$ cat src/rtl/clk_div_pkg.sv
// Shared types and helpers for the configurable clock divider.
// Half-ratio helpers work on 32 bits so any legal WIDTH fits without overflow.
package clk_div_pkg;

    typedef enum logic [1:0] {
        StIdle,
        StHigh,
        StLow
    } state_e;

    localparam int unsigned MIN_RATIO = 2;

    function automatic logic [31:0] half_ceil(input logic [31:0] n);
        return (n >> 1) + {31'd0, n[0]};
    endfunction

    function automatic logic [31:0] half_floor(input logic [31:0] n);
        return n >> 1;
    endfunction

endpackage

$ cat src/rtl/clk_div_ratio_reg.sv
// Ratio load validation, pending ratio, sticky error and adoption of the
// pending ratio on the period-start strobe from the divider FSM.
module clk_div_ratio_reg
    import clk_div_pkg::*;
#(
    parameter int unsigned WIDTH         = 8,
    parameter int unsigned DEFAULT_RATIO = 2
) (
    input  logic             clk_i,
    input  logic             rst_ni,
    input  logic             load_i,
    input  logic [WIDTH-1:0] ratio_i,
    input  logic             start_i,
    output logic [WIDTH-1:0] active_ratio_o,
    output logic             err_o
);

    logic [WIDTH-1:0] pend_q, pend_d;
    logic [WIDTH-1:0] active_q, active_d;
    logic             vld_q, vld_d;
    logic             err_q, err_d;
    logic             legal;

    assign legal = ratio_i >= WIDTH'(MIN_RATIO);

    always_comb begin
        pend_d   = pend_q;
        active_d = active_q;
        vld_d    = vld_q;
        err_d    = err_q;
        if (start_i && vld_q) begin
            active_d = pend_q;
            vld_d    = 1'b0;
        end
        // A load in the start cycle lands after adoption, so it waits for the next period.
        if (load_i) begin
            if (legal) begin
                pend_d = ratio_i;
                vld_d  = 1'b1;
                err_d  = 1'b0;
            end else begin
                err_d  = 1'b1;
            end
        end
    end

    always_ff @(posedge clk_i or negedge rst_ni) begin
        if (!rst_ni) begin
            pend_q   <= WIDTH'(DEFAULT_RATIO);
            active_q <= WIDTH'(DEFAULT_RATIO);
            vld_q    <= 1'b0;
            err_q    <= 1'b0;
        end else begin
            pend_q   <= pend_d;
            active_q <= active_d;
            vld_q    <= vld_d;
            err_q    <= err_d;
        end
    end

    assign active_ratio_o = active_q;
    assign err_o          = err_q;

endmodule

$ cat src/rtl/clk_div_cfg.sv
// Programmable integer clock divider: HIGH for ceil(N/2), LOW for floor(N/2) ref cycles,
// with start/stop and ratio changes only at period boundaries.
module clk_div_cfg
    import clk_div_pkg::*;
#(
    parameter int unsigned WIDTH         = 8,
    parameter int unsigned DEFAULT_RATIO = 2
) (
    input  logic             i_clk_ref,
    input  logic             i_rst_n,
    input  logic             i_clk_en,
    input  logic [WIDTH-1:0] i_div_ratio,
    input  logic             i_ratio_load,
    output logic             o_div_clk,
    output logic             o_tick,
    output logic [WIDTH-1:0] o_active_ratio,
    output logic             o_ratio_err,
    output logic             o_running
);

    state_e           state_q;
    logic [WIDTH-1:0] cnt_q;
    logic             div_q;
    logic             tick_q;
    logic [WIDTH-1:0] h_len;
    logic [WIDTH-1:0] l_len;
    logic             period_start;

    assign h_len = WIDTH'(half_ceil(32'(o_active_ratio)));
    assign l_len = WIDTH'(half_floor(32'(o_active_ratio)));

    always_comb begin
        period_start = 1'b0;
        unique case (state_q)
            StIdle:  period_start = i_clk_en;
            StLow:   period_start = i_clk_en && (cnt_q == l_len);
            default: period_start = 1'b0;
        endcase
    end

    clk_div_ratio_reg #(
        .WIDTH         (WIDTH),
        .DEFAULT_RATIO (DEFAULT_RATIO)
    ) u_ratio_reg (
        .clk_i          (i_clk_ref),
        .rst_ni         (i_rst_n),
        .load_i         (i_ratio_load),
        .ratio_i        (i_div_ratio),
        .start_i        (period_start),
        .active_ratio_o (o_active_ratio),
        .err_o          (o_ratio_err)
    );

    always_ff @(posedge i_clk_ref or negedge i_rst_n) begin
        if (!i_rst_n) begin
            state_q <= StIdle;
            cnt_q   <= WIDTH'(1);
            div_q   <= 1'b0;
            tick_q  <= 1'b0;
        end else begin
            tick_q <= 1'b0;
            unique case (state_q)
                StIdle: begin
                    div_q <= 1'b0;
                    if (i_clk_en) begin
                        state_q <= StHigh;
                        cnt_q   <= WIDTH'(1);
                        div_q   <= 1'b1;
                        tick_q  <= 1'b1;
                    end
                end
                StHigh: begin
                    if (cnt_q == h_len) begin
                        state_q <= StLow;
                        cnt_q   <= WIDTH'(1);
                        div_q   <= 1'b0;
                    end else begin
                        cnt_q <= cnt_q + WIDTH'(1);
                    end
                end
                StLow: begin
                    if (cnt_q == l_len) begin
                        cnt_q <= WIDTH'(1);
                        if (i_clk_en) begin
                            state_q <= StHigh;
                            div_q   <= 1'b1;
                            tick_q  <= 1'b1;
                        end else begin
                            state_q <= StIdle;
                        end
                    end else begin
                        cnt_q <= cnt_q + WIDTH'(1);
                    end
                end
                default: begin
                    state_q <= StIdle;
                    cnt_q   <= WIDTH'(1);
                    div_q   <= 1'b0;
                end
            endcase
        end
    end

    assign o_div_clk = div_q;
    assign o_tick    = tick_q;
    assign o_running = (state_q != StIdle);

endmodule

$ cat config.mk
export PLATFORM = sky130hd
export DESIGN_NAME = clk_div_cfg
export DESIGN_NICKNAME = d
export VERILOG_FILES = /design/src/rtl/clk_div_pkg.sv /design/src/rtl/clk_div_ratio_reg.sv /design/src/rtl/clk_div_cfg.sv
export SDC_FILE = /design/constraint.sdc
export NUM_CORES = 1
export LEC_CHECK = 0
export CELL_PAD_IN_SITES_DETAIL_PLACEMENT = 1
export CELL_PAD_IN_SITES_GLOBAL_PLACEMENT = 2
export CORE_MARGIN = 3
export CORE_UTILIZATION = 33
export CTS_BUF_LIST = sky130_fd_sc_hd__clkbuf_2
export DETAILED_ROUTE_END_ITERATION = 12
export GPL_ROUTABILITY_DRIVEN = 1
export PLACE_DENSITY = 0.85
export SLEW_MARGIN = 20
export SYNTH_ARGS = -nofsm -noshare
export SYNTH_HDL_FRONTEND = slang
export SYNTH_HIERARCHICAL = 1
export SYNTH_SLANG_ARGS = --single-unit
export TNS_END_PERCENT = 30
$ cat constraint.sdc
create_clock -name i_clk_ref -period 2.45 [get_ports i_clk_ref]
set_input_delay 0.735 -clock i_clk_ref [delete_from_list [all_inputs] [get_ports i_clk_ref]]
set_output_delay 0.735 -clock i_clk_ref [all_outputs]
set_load 0.05 [all_outputs]
==> results.txt, run 1 <==
Period utilisation layout - 1.01
Critical Path Start Type - flip-flop
Top sig layer - met4
Final hold viol count - 0
Most frequent cells in the layout - 30 x buf_4, 25 x dfrtp_1, 14 x nand2_1, 14 x clkdlybuf4s50_1, 10 x xnor2_1
Metal3 WL - 186 um
PwrDens - 1170 nW/um^2
Starting density of the core - 0.355
Diode count - 0
Ys Warns - 6
Adder-cell share of the synthesized area - 0.0499
Synth async-reset ratio - 1.00
Crit end category - flip-flop
Final setup vio count - 1
Tightest Pin Transition - 0.510 ns
Fin Hold WS - 0.521 ns
PortBufs - 23
CTS root buf - clkbuf_2
Post-synth cell types - 50
Clk_skew - 0.0247 ns
Worst R2R Start - u_ratio_reg/active_ratio_o[1]$_DFFE_PN1P_
Dominant cells by area after synthesis - dfrtp_1 38%, mux2_2 5.8%, ha_1 5.0%
Worst path required time - 2.74 ns
Die Ht - 78.9 um
Syn avg cell area - 10.7 sq um
Largest net degree at the start of global routing - 31
First-pass GRT wire length - 8320 um
R2r endpoint - state_q[1]$_DFFE_PN0P_
Largest area contributor in the netlist - dfrtp_1
P_leak - 1.05 nW
Die area - 6230 sq um
Status - complete, but fails checks
Relative slew slack - 0.659
Worst-case reg-to-reg path depth - 7
GPL Wtd Cong - 0.845
Initial antenna violation count - 0
Wirelength, routed - 4880 um
Vias in the first global route - 1691
CTS tree - built
Overflow after GRT - 0
RSZ-0062 raised after global routing - yes
Clk slew on worst S/H paths - 0.19 ns
Routed length on met2 - 2530 um
Reg2Reg Setup Slack - -0.04 ns
CTS Buffer Depth - 2
Post-DR wirelength/cell - 17.2 um
Sequential fraction of the synthesis area - 0.430
Nets - 235
Placed inst area - 2260 sq um
# H-tree levels - 2
Core ar. - 4940 sq um
DRC viols - 0
Synth Area in XOR/XNOR - 0.0699
Fraction of layout cells with a size suffix above 1 - 0.346
Via density - 5.32
Final Util - 0.479
Violated checks - setup timing
Number of DRC markers in iteration 0 - 48
Max Cap Violations - 0
Achievable Freq - 402 MHz
Post-synth top area share - 0.385
Hold path depth - 1
Min-Delay Endpoint - u_ratio_reg/pend_q[6]$_DFFE_PN0P_
Mapped Area - 1760 sq um
CP Class - flip-flop to flip-flop
Area share of and/or/nand/nor cells after synthesis - 0.155
Total CTS buffers - 5
Worst Hold Launch - u_ratio_reg/pend_q[6]$_DFFE_PN0P_
# fillers - 592
Die Wd - 78.9 um
Routed Antenna Nets - 0
Worst-path maximum fanout - 4
CTS sink count - 30
EDFF count, synth - 0
Top FF cell, synth - dfrtp_1
Max-slew violations - 0
Area grow syn2layout - 34.8%
Main combinational cell family by area after synthesis - compound AO/OA/AOI/OAI gates
Finished Cell Area - 2370 sq um
Ports - 24
Net Count, Synth - 183
Synthesized instance count - 164
Placement Rows - 25
Post-DP HPWL - 3740 um
Peak VDD IR - 0.000702 V
Worst Hold Class - flip-flop to flip-flop
Flops & latches, synth - 30
Commonest non-fill, non-tap cell in the layout - buf_4
Post-synthesis mux area share - 0.0784
GRT Util Overall - 0.172
Min Tclk post-route - 2.49 ns
Post-route setup slack - -0.0365 ns
Critical path arrival - 2.78 ns
Latest clock arrival within the worst-skew pair - 0.39 ns
TritonRoute pass-1 iters - 4
Via count - 1512
Metal1 wirelength - 2110 um
Compound-Gate Fraction of Synth Area - 0.190
## flip-flops by register name (all words and copies together), names as in the netlist
| register | flops |
|---|---|
| cnt_q | 8 |
| o_tick | 1 |
| o_div_clk | 1 |
| state_q | 2 |
| u_ratio_reg/vld_q | 1 |
| u_ratio_reg/pend_q | 8 |
| u_ratio_reg/active_ratio_o | 8 |
| u_ratio_reg/err_o | 1 |
## stage by stage
stage	TNS (ns)	cells	power [mW]	setup WS (ns)
2_1_floorplan	-0.112	164	1.82	-0.0168
3_3_place_gp	0	275	2.36	0.0332
3_5_place_dp	-0.114	275	2.43	-0.0304
4_1_cts	-0.0569	283	2.70	-0.0522
5_1_grt	-0.758	284	2.97	-0.180
6_report	-0.0365	284	2.76	-0.0365
## kinds of logic (layout without fill, tap and decap cells)
group | Yosys count | after routing
compound gates | 40 | 40
xor+xnor | 14 | 14
fa+ha+maj | 7 | 7
buf+inv | 12 | 65
flops | 30 | 30
mux | 12 | 12
simple gates | 49 | 49
## where the power goes
part           switching [mW]  total [mW]  internal, mW
combinational           0.966        1.70         0.734
sequential              0.150       0.795         0.645
clock                   0.193       0.267        0.0739
total                    1.31        2.76          1.45
## metal layers
| metal | vias up | track usage |
|---|---|---|
| met2 | 38 | 0.306 |
| met5 | - | 0 |
| li1 | 706 | - |
| met3 | 5 | 0.0454 |
| met1 | 763 | 0.203 |
| met4 | 0 | 0.0481 |
## worst max-delay path by stage
| stage | startpoint | endpoint | slack, ns | cells after the start |
|---|---|---|---|---|
| after floorplan | u_ratio_reg/active_ratio_o[6]$_DFFE_PN0P_ | u_ratio_reg/active_ratio_o[0]$_DFFE_PN0P_ | -0.02 | 7 |
| after global placement | i_div_ratio[1] | u_ratio_reg/pend_q[0]$_DFFE_PN0P_ | 0.03 | 4 |
| after detailed placement | u_ratio_reg/active_ratio_o[1]$_DFFE_PN1P_ | state_q[1]$_DFFE_PN0P_ | -0.03 | 8 |
| after CTS | u_ratio_reg/active_ratio_o[1]$_DFFE_PN1P_ | state_q[1]$_DFFE_PN0P_ | -0.05 | 8 |
| after global routing | u_ratio_reg/active_ratio_o[1]$_DFFE_PN1P_ | state_q[1]$_DFFE_PN0P_ | -0.18 | 7 |
| final | u_ratio_reg/active_ratio_o[1]$_DFFE_PN1P_ | state_q[1]$_DFFE_PN0P_ | -0.04 | 7 |
## synth_stat cells (all sizes together) (3+ instances only)
| cell | number |
|---|---|
| a21oi | 6 |
| a22o | 7 |
| dfrtp | 27 |
| dfstp | 3 |
| ha | 7 |
| inv | 9 |
| mux2 | 11 |
| nand2 | 15 |
| nand3 | 4 |
| nand4 | 3 |
| nor2 | 10 |
| nor4 | 3 |
| o211ai | 3 |
| o21ai | 5 |
| o22ai | 3 |
| xnor2 | 10 |
| xor2 | 4 |
## worst max-delay path: stages (launching register included)
cell      delay [ns]
dfstp_4         0.68
ha_4            0.16
nand4_1         0.09
or4b_4          0.51
o311ai_4        0.12
o211ai_2        0.18
a211oi_2        0.32
mux2_4          0.33
## layout make-up
| type | instances | area (sq um) | share of cell area |
|---|---|---|---|
| Tap cell | 67 | 83.8 | 0.0354 |
| Clock buffer | 6 | 30.0 | 0.0127 |
| Timing Repair Buffer | 48 | 404 | 0.171 |
| Sequential cell | 30 | 761 | 0.322 |
| Inverter | 9 | 33.8 | 0.0143 |
| Multi-Input combinational cell | 122 | 1040 | 0.439 |
| Clock inverter | 2 | 15.0 | 0.00635 |
## timing repair
action | 4_1_cts | 5_1_grt
hold buffers | 0 | 0
setup buffers | 0 | 1
pin swaps | 0 | 3
gates resized for setup | 5 | 12
endpoints found under the setup margin | 14 | 19
Power figures use the tool's default switching activity.
==> inputs of run 2 (changes only) <==
CORE_UTILIZATION = 32   (was 33)
CTS_BUF_LIST = default   (was sky130_fd_sc_hd__clkbuf_2)
PLACE_DENSITY = 0.83   (was 0.85)
==> run 2 against run 1 <==
The run now ends clean. Non-clock buffer count is 3 higher. Register-to-register slack better by 0.04 ns. Utilization is 0.45 points lower. Clock-buffer cell count is 1 higher. Total power is 10% higher. Combinational power is 6% higher. Sequential cell count stayed put. Final area is 4.3% higher. Clock power is 60% higher. Sequential power is 1% higher. Wire length is 2.6% higher. First-iteration DRC count is 44% higher.
==> results.txt, run 2 (same netlist as run 1, synthesis figures left out) <==
Achievable Freq - 409 MHz (+1.7%)
Peak VDD IR - 0.000844 V (+20%)
Commonest non-fill, non-tap cell in the layout - buf_4
Diode count - 0 (unchanged)
TritonRoute pass-1 iters - 4 (unchanged)
Clk slew on worst S/H paths - 0.07 ns (-0.12 ns)
Max Cap Violations - 0 (unchanged)
Post-DR wirelength/cell - 17.3 um (+0.44%)
Fraction of layout cells with a size suffix above 1 - 0.355 (+0.00892)
Placement Rows - 26 (+4.0%)
GRT Util Overall - 0.168 (-0.00321)
Min-Delay Endpoint - u_ratio_reg/pend_q[7]$_DFFE_PN0P_
Clk_skew - 0.00946 ns (-0.0152 ns)
Reg2Reg Setup Slack - 0.006 ns (+0.04 ns)
Finished Cell Area - 2470 sq um (+4.3%)
CTS sink count - 30 (unchanged)
P_leak - 1.07 nW (+2.2%)
CP top delay family - flip-flops
Via count - 1516 (+0.26%)
Place WS - -0.0698 ns (-0.0395 ns)
Overflow after GRT - 0 (unchanged)
CTS root buf - clkbuf_8
Critical path arrival - 2.62 ns (-0.16 ns)
DRC viols - 0 (unchanged)
Ports - 24 (unchanged)
Overall power - 3.04 mW (+10%)
Initial antenna violation count - 0 (unchanged)
Area grow syn2layout - 40.6%
Worst-case reg-to-reg path depth - 7 (unchanged)
Final setup vio count - 0 (-1)
Core ar. - 5200 sq um (+5.3%)
Die Wd - 80.1 um (+1.4%)
Post-route setup slack - 0.00574 ns (+0.0422 ns)
Placed inst area - 2260 sq um (about the same)
Setup_tns - 0 ns (+0.0365 ns)
CP Class - flip-flop to flip-flop
Crit path depth - 7 (unchanged)
Period utilisation layout - 0.998 (-0.0172)
PwrDens - 1230 nW/um^2 (+5.5%)
Routed Antenna Nets - 0 (unchanged)
Number of DRC markers in iteration 0 - 69 (+44%)
RSZ-0062 raised after global routing - yes
Latest clock arrival within the worst-skew pair - 0.29 ns (-0.10 ns)
CTS tree - built
Crit end category - flip-flop
Nets - 238 (+1.3%)
Worst R2R Start - u_ratio_reg/active_ratio_o[1]$_DFFE_PN1P_
# H-tree levels - 2 (unchanged)
Worst path required time - 2.63 ns (-0.11 ns)
R2r endpoint - state_q[1]$_DFFE_PN0P_
Worst Hold Launch - u_ratio_reg/pend_q[7]$_DFFE_PN0P_
Max-slew violations - 0 (unchanged)
Post-DP HPWL - 3740 um (about the same)
Worst path bufs/invs - 0 (unchanged)
Min Tclk post-route - 2.44 ns (-0.0422 ns)
Die Ht - 80.1 um (+1.4%)
PortBufs - 23 (unchanged)
Cts hold-fix bufs - 0 (unchanged)
Status - completed
Hold path depth - 1 (unchanged)
GPL Wtd Cong - 0.849 (+0.45%)
Largest net degree at the start of global routing - 31 (unchanged)
First-pass GRT wire length - 8270 um (-0.66%)
Worst-path maximum fanout - 4 (unchanged)
Wirelength, routed - 5000 um (+2.6%)
Tightest Pin Transition - 0.505 ns (-0.00531 ns)
Via density - 5.23 (-1.8%)
Relative slew slack - 0.662 (+0.00304)
Worst Hold Class - flip-flop to flip-flop
Starting density of the core - 0.337 (-0.0179)
Worst path max stage delay - 0.65 ns (-0.03 ns)
Slowest CP cell - dfstp_4
Final hold viol count - 0 (unchanged)
Worst-path cell chain - ha_4 -> nand4_1 -> or4b_4 -> o311ai_4 -> o211ai_2 -> a211oi_2 -> mux2_4
Critical Path Start Type - flip-flop
Total CTS buffers - 5 (unchanged)
CTS Buffer Depth - 2 (unchanged)
Most frequent cells in the layout - 32 x buf_4, 25 x dfrtp_1, 19 x clkdlybuf4s50_1
Vias in the first global route - 1669 (-1.3%)
Die area - 6410 sq um (+2.9%)
Fin Hold WS - 0.498 ns (-0.0227 ns)
==> run 2: cell types whose count changed in the layout (fill, tap and decap cells not counted), sizes merged <==
cell,change
buf,+2
clkbuf,+1
clkdlybuf4s50,+5
clkinv,+1
clkinvlp,-2
dlygate4sd2,-3
dlymetal6s2s,-1
==> run 2: worst max path at each step <==
stage                                              startpoint                                   endpoint  slack (ns)
floorplan           u_ratio_reg/active_ratio_o[6]$_DFFE_PN0P_  u_ratio_reg/active_ratio_o[0]$_DFFE_PN0P_       -0.02
global placement    u_ratio_reg/active_ratio_o[1]$_DFFE_PN1P_  u_ratio_reg/active_ratio_o[6]$_DFFE_PN0P_        0.03
detailed placement  u_ratio_reg/active_ratio_o[1]$_DFFE_PN1P_                     state_q[1]$_DFFE_PN0P_       -0.07
CTS                 u_ratio_reg/active_ratio_o[1]$_DFFE_PN1P_                     state_q[1]$_DFFE_PN0P_      -0.007
global route        u_ratio_reg/active_ratio_o[1]$_DFFE_PN1P_                      o_div_clk$_DFFE_PN0P_       -0.12
finish              u_ratio_reg/active_ratio_o[1]$_DFFE_PN1P_                     state_q[1]$_DFFE_PN0P_       0.006
==> run 2: area by class of cell <==
class                      instances  area [sq um]
multi-input combinational        122          1060
sequential                        30           761
fill                             582          2740
tap                               70          87.6
clock buffer                       7          86.3
clock inverter                     1          5.00
timing repair buffer              51           430
inverter                           9          33.8
==> run 2: timing repair <==
item	4_1_cts	5_1_grt
endpoints found under the setup margin	10	19
pin swaps	5	2
resized for setup	7	10
buffers inserted	4	1
==> run 2: stage by stage <==
step                       util  instances
final                     0.474        290
after CTS                 0.466        289
after floorplan               -        164
after global routing      0.474        290
after detailed placement  0.434        277
after global placement    0.434        277
==> run 2: power breakdown <==
part	internal, mW	switching [mW]
logic	0.812	0.997
clock network	0.226	0.199
registers	0.648	0.158
total	1.69	1.35
==> run 2: per-layer routing <==
layer	vias to the layer above	GRT usage	wire, um
li1	714	-	-
met1	762	0.206	2180
met2	35	0.294	2570
met3	5	0.0404	208
met4	0	0.0473	51
met5	-	0	0
==> inputs of run 3 (changes only) <==
--- a/config.mk
+++ b/config.mk
@@ -13,4 +13,5 @@
 export GPL_ROUTABILITY_DRIVEN = 1
 export PLACE_DENSITY = 0.83
+export SETUP_SLACK_MARGIN = 0.2
 export SLEW_MARGIN = 20
 export SYNTH_ARGS = -nofsm -noshare
==> constraint.sdc (replaced) <==
create_clock -name i_clk_ref -period 2.45 [get_ports i_clk_ref]
set_input_delay 0.3675 -clock i_clk_ref [delete_from_list [all_inputs] [get_ports i_clk_ref]]
set_output_delay 0.3675 -clock i_clk_ref [all_outputs]
set_load 0.05 [all_outputs]
==> run 3 against run 2 <==
The run now ends with setup timing left. Final area decreased by 1.9%. Non-clock buffer count decreased by 9. Hold slack got worse by 0.018 ns. Total power decreased by 3.0%. Register-to-register slack got worse by 0.05 ns. Clock-buffer cell count unchanged. Sequential cell count unchanged. Clock skew about the same.
==> results.txt, run 3 (same netlist as run 1, synthesis figures left out) <==
Diode count - 0 (unchanged)
Critical path arrival - 2.66 ns (+0.04 ns)
Post-route setup slack - -0.0398 ns (-0.0456 ns)
Worst-case reg-to-reg path depth - 8 (+1)
Number of DRC markers in iteration 0 - 69 (unchanged)
Via density - 5.35 (+2.2%)
Clock power share - 0.143 (+0.003)
Comb power frac - 0.575 (-0.020)
PortBufs - 23 (unchanged)
Worst path max stage delay - 0.64 ns (about the same)
Slowest CP cell - dfstp_4
DRC viols - 0 (unchanged)
Ports - 24 (unchanged)
Flop pwr share - 0.282 (+0.017)
Max-slew violations - 0 (unchanged)
Tightest Pin Transition - 0.594 ns (+0.0895 ns)
Peak VDD IR - 0.000722 V (-14%)
Die Ht - 80.1 um (unchanged)
Worst path bufs/invs - 0 (unchanged)
Switch Pwr - 1.34 mW (-1.0%)
PwrDens - 1220 nW/um^2 (-1.1%)
Reg2Reg Setup Slack - -0.04 ns (-0.05 ns)
Clk_skew - 0.00946 ns (+0.00000560 ns)
Crit path to - state_q[1]$_DFFE_PN0P_
Non-Filler Instances - 281 (-3.1%)
Nets - 229 (-3.8%)
Total CTS buffers - 5 (unchanged)
Period utilisation layout - 1.02 (+0.0186)
Place WS - -0.133 ns (-0.0630 ns)
Switching share of power - 0.454 (+0.00902)
Placement Rows - 26 (unchanged)
First-pass GRT wire length - 8910 um (+7.8%)
Status - complete, but fails checks
Latest clock arrival within the worst-skew pair - 0.29 ns (about the same)
Most frequent cells in the layout - 21 x dfrtp_1, 21 x clkdlybuf4s50_1, 19 x buf_4
Core ar. - 5200 sq um (unchanged)
Worst-path maximum fanout - 5 (+1)
Relative slew slack - 0.604 (-0.0586)
Area grow syn2layout - 38.0%
CP Class - flip-flop to flip-flop
Starting density of the core - 0.337 (unchanged)
Final hold viol count - 0 (unchanged)
CP most frequent cell - ha_4
Critical Path Start Type - flip-flop
RSZ-0062 raised after global routing - yes
R2r endpoint - state_q[1]$_DFFE_PN0P_
Worst path required time - 2.62 ns (about the same)
Clk slew on worst S/H paths - 0.07 ns (about the same)
Largest net degree at the start of global routing - 31 (unchanged)
# H-tree levels - 2 (unchanged)
Crit path depth - 8 (+1)
Die area - 6410 sq um (unchanged)
Achievable Freq - 402 MHz (-1.8%)
CTS Buffer Depth - 2 (unchanged)
Via count - 1502 (-0.92%)
GPL Wtd Cong - 0.899 (+5.9%)
# fillers - 603 (+3.6%)
Routed Antenna Nets - 0 (unchanged)
CTS tree - built
CTS sink count - 30 (unchanged)
Max Cap Violations - 0 (unchanged)
Wirelength, routed - 5220 um (+4.3%)
Post-DP HPWL - 3650 um (-2.4%)
CTS root buf - clkbuf_8
Violated checks - setup timing
Final setup vio count - 1 (+1)
GRT Util Overall - 0.182 (+0.0139)
Worst R2R Start - u_ratio_reg/active_ratio_o[1]$_DFFE_PN1P_
Internal power - 1.61 mW (-4.6%)
Vias in the first global route - 1682 (+0.78%)
Initial antenna violation count - 0 (unchanged)
Worst Setup SP - u_ratio_reg/active_ratio_o[1]$_DFFE_PN1P_
P_leak - 1.03 nW (-4.1%)
Min Tclk post-route - 2.49 ns (+0.0456 ns)
TritonRoute pass-1 iters - 4 (unchanged)
Worst-path cell chain - ha_4 -> ha_4 -> xnor2_2 -> o211ai_1 -> nor3_2 -> o211ai_2 -> a211oi_2 -> mux2_4
Worst Hold Class - input pin to asynchronous set/reset pin
Dpl cells - 266 (-4.0%)
Overflow after GRT - 0 (unchanged)
Crit end category - flip-flop
Post-DR wirelength/cell - 18.6 um (+7.7%)
CP top delay family - flip-flops
Fraction of layout cells with a size suffix above 1 - 0.322 (-0.0323)
Die Wd - 80.1 um (unchanged)
[run 3: cell count changes in the layout (fill, tap and decap cells not counted), moves of 2 or more]
cell | before | now
buf_4 | 32 | 19
clkdlybuf4s50_1 | 19 | 21
dfrtp_1 | 25 | 21
dfrtp_2 | 2 | 6
dlymetal6s2s_1 | 0 | 2
nor2_1 | 8 | 10
o21ai_0 | 1 | 3
[run 3: final cells by class]
type | instances | area [sq um] | area share
flip-flops and latches | 30 | 766 | 0.316
clock buffers | 7 | 86.3 | 0.0356
clock inverters | 1 | 5.00 | 0.00207
well taps | 70 | 87.6 | 0.0362
inverters | 9 | 33.8 | 0.0139
multi-input cells | 122 | 1070 | 0.440
repair buffers | 42 | 378 | 0.156
[run 3: repair_timing]
item / CTS / global route
hold buffers: 0 / 0
resized for setup: 6 / 7
endpoints found under the setup margin: 20 / 21
buffers inserted: 7 / 0
pin swaps: 9 / 6
[run 3: metal layers]
layer	global-route usage	vias up	part of all wire
li1	-	694	-
met4	0.0811	0	0.033
met1	0.208	752	0.42
met3	0.0471	18	0.030
met5	0	-	0
met2	0.318	38	0.51
[run 3: power groups by stage]
stage	logic [mW]	clock network, mW	registers [mW]
after floorplan	0.754	0	1.09
after global placement	1.47	0	0.825
after detailed placement	1.52	0	0.834
after CTS	1.65	0.433	0.826
after global routing	1.81	0.473	0.854
final	1.70	0.421	0.832
[run 3: worst min-delay path by stage]
stage / cells after the start / to / from
final: 2 / o_div_clk$_DFFE_PN0P_ / i_rst_n
after global routing: 2 / o_div_clk$_DFFE_PN0P_ / i_rst_n
after CTS: 2 / o_div_clk$_DFFE_PN0P_ / i_rst_n
after detailed placement: 1 / u_ratio_reg/pend_q[7]$_DFFE_PN0P_ / u_ratio_reg/pend_q[7]$_DFFE_PN0P_
after global placement: 1 / u_ratio_reg/pend_q[7]$_DFFE_PN0P_ / u_ratio_reg/pend_q[7]$_DFFE_PN0P_
after floorplan: 0 / cnt_q[1]$_DFFE_PN0P_ / i_rst_n
[run 3: metrics by stage]
step	hold WS (ns)	TNS, ns	util	instance area (sq um)	power (mW)
floorplan	0.0719	0	-	1820	1.85
global placement	0.478	0	0.426	2220	2.29
detailed placement	0.482	-0.133	0.426	2220	2.36
CTS	0.496	0	0.460	2390	2.91
global route	0.518	-0.642	0.465	2420	3.14
finish	0.480	-0.0398	0.465	2420	2.95
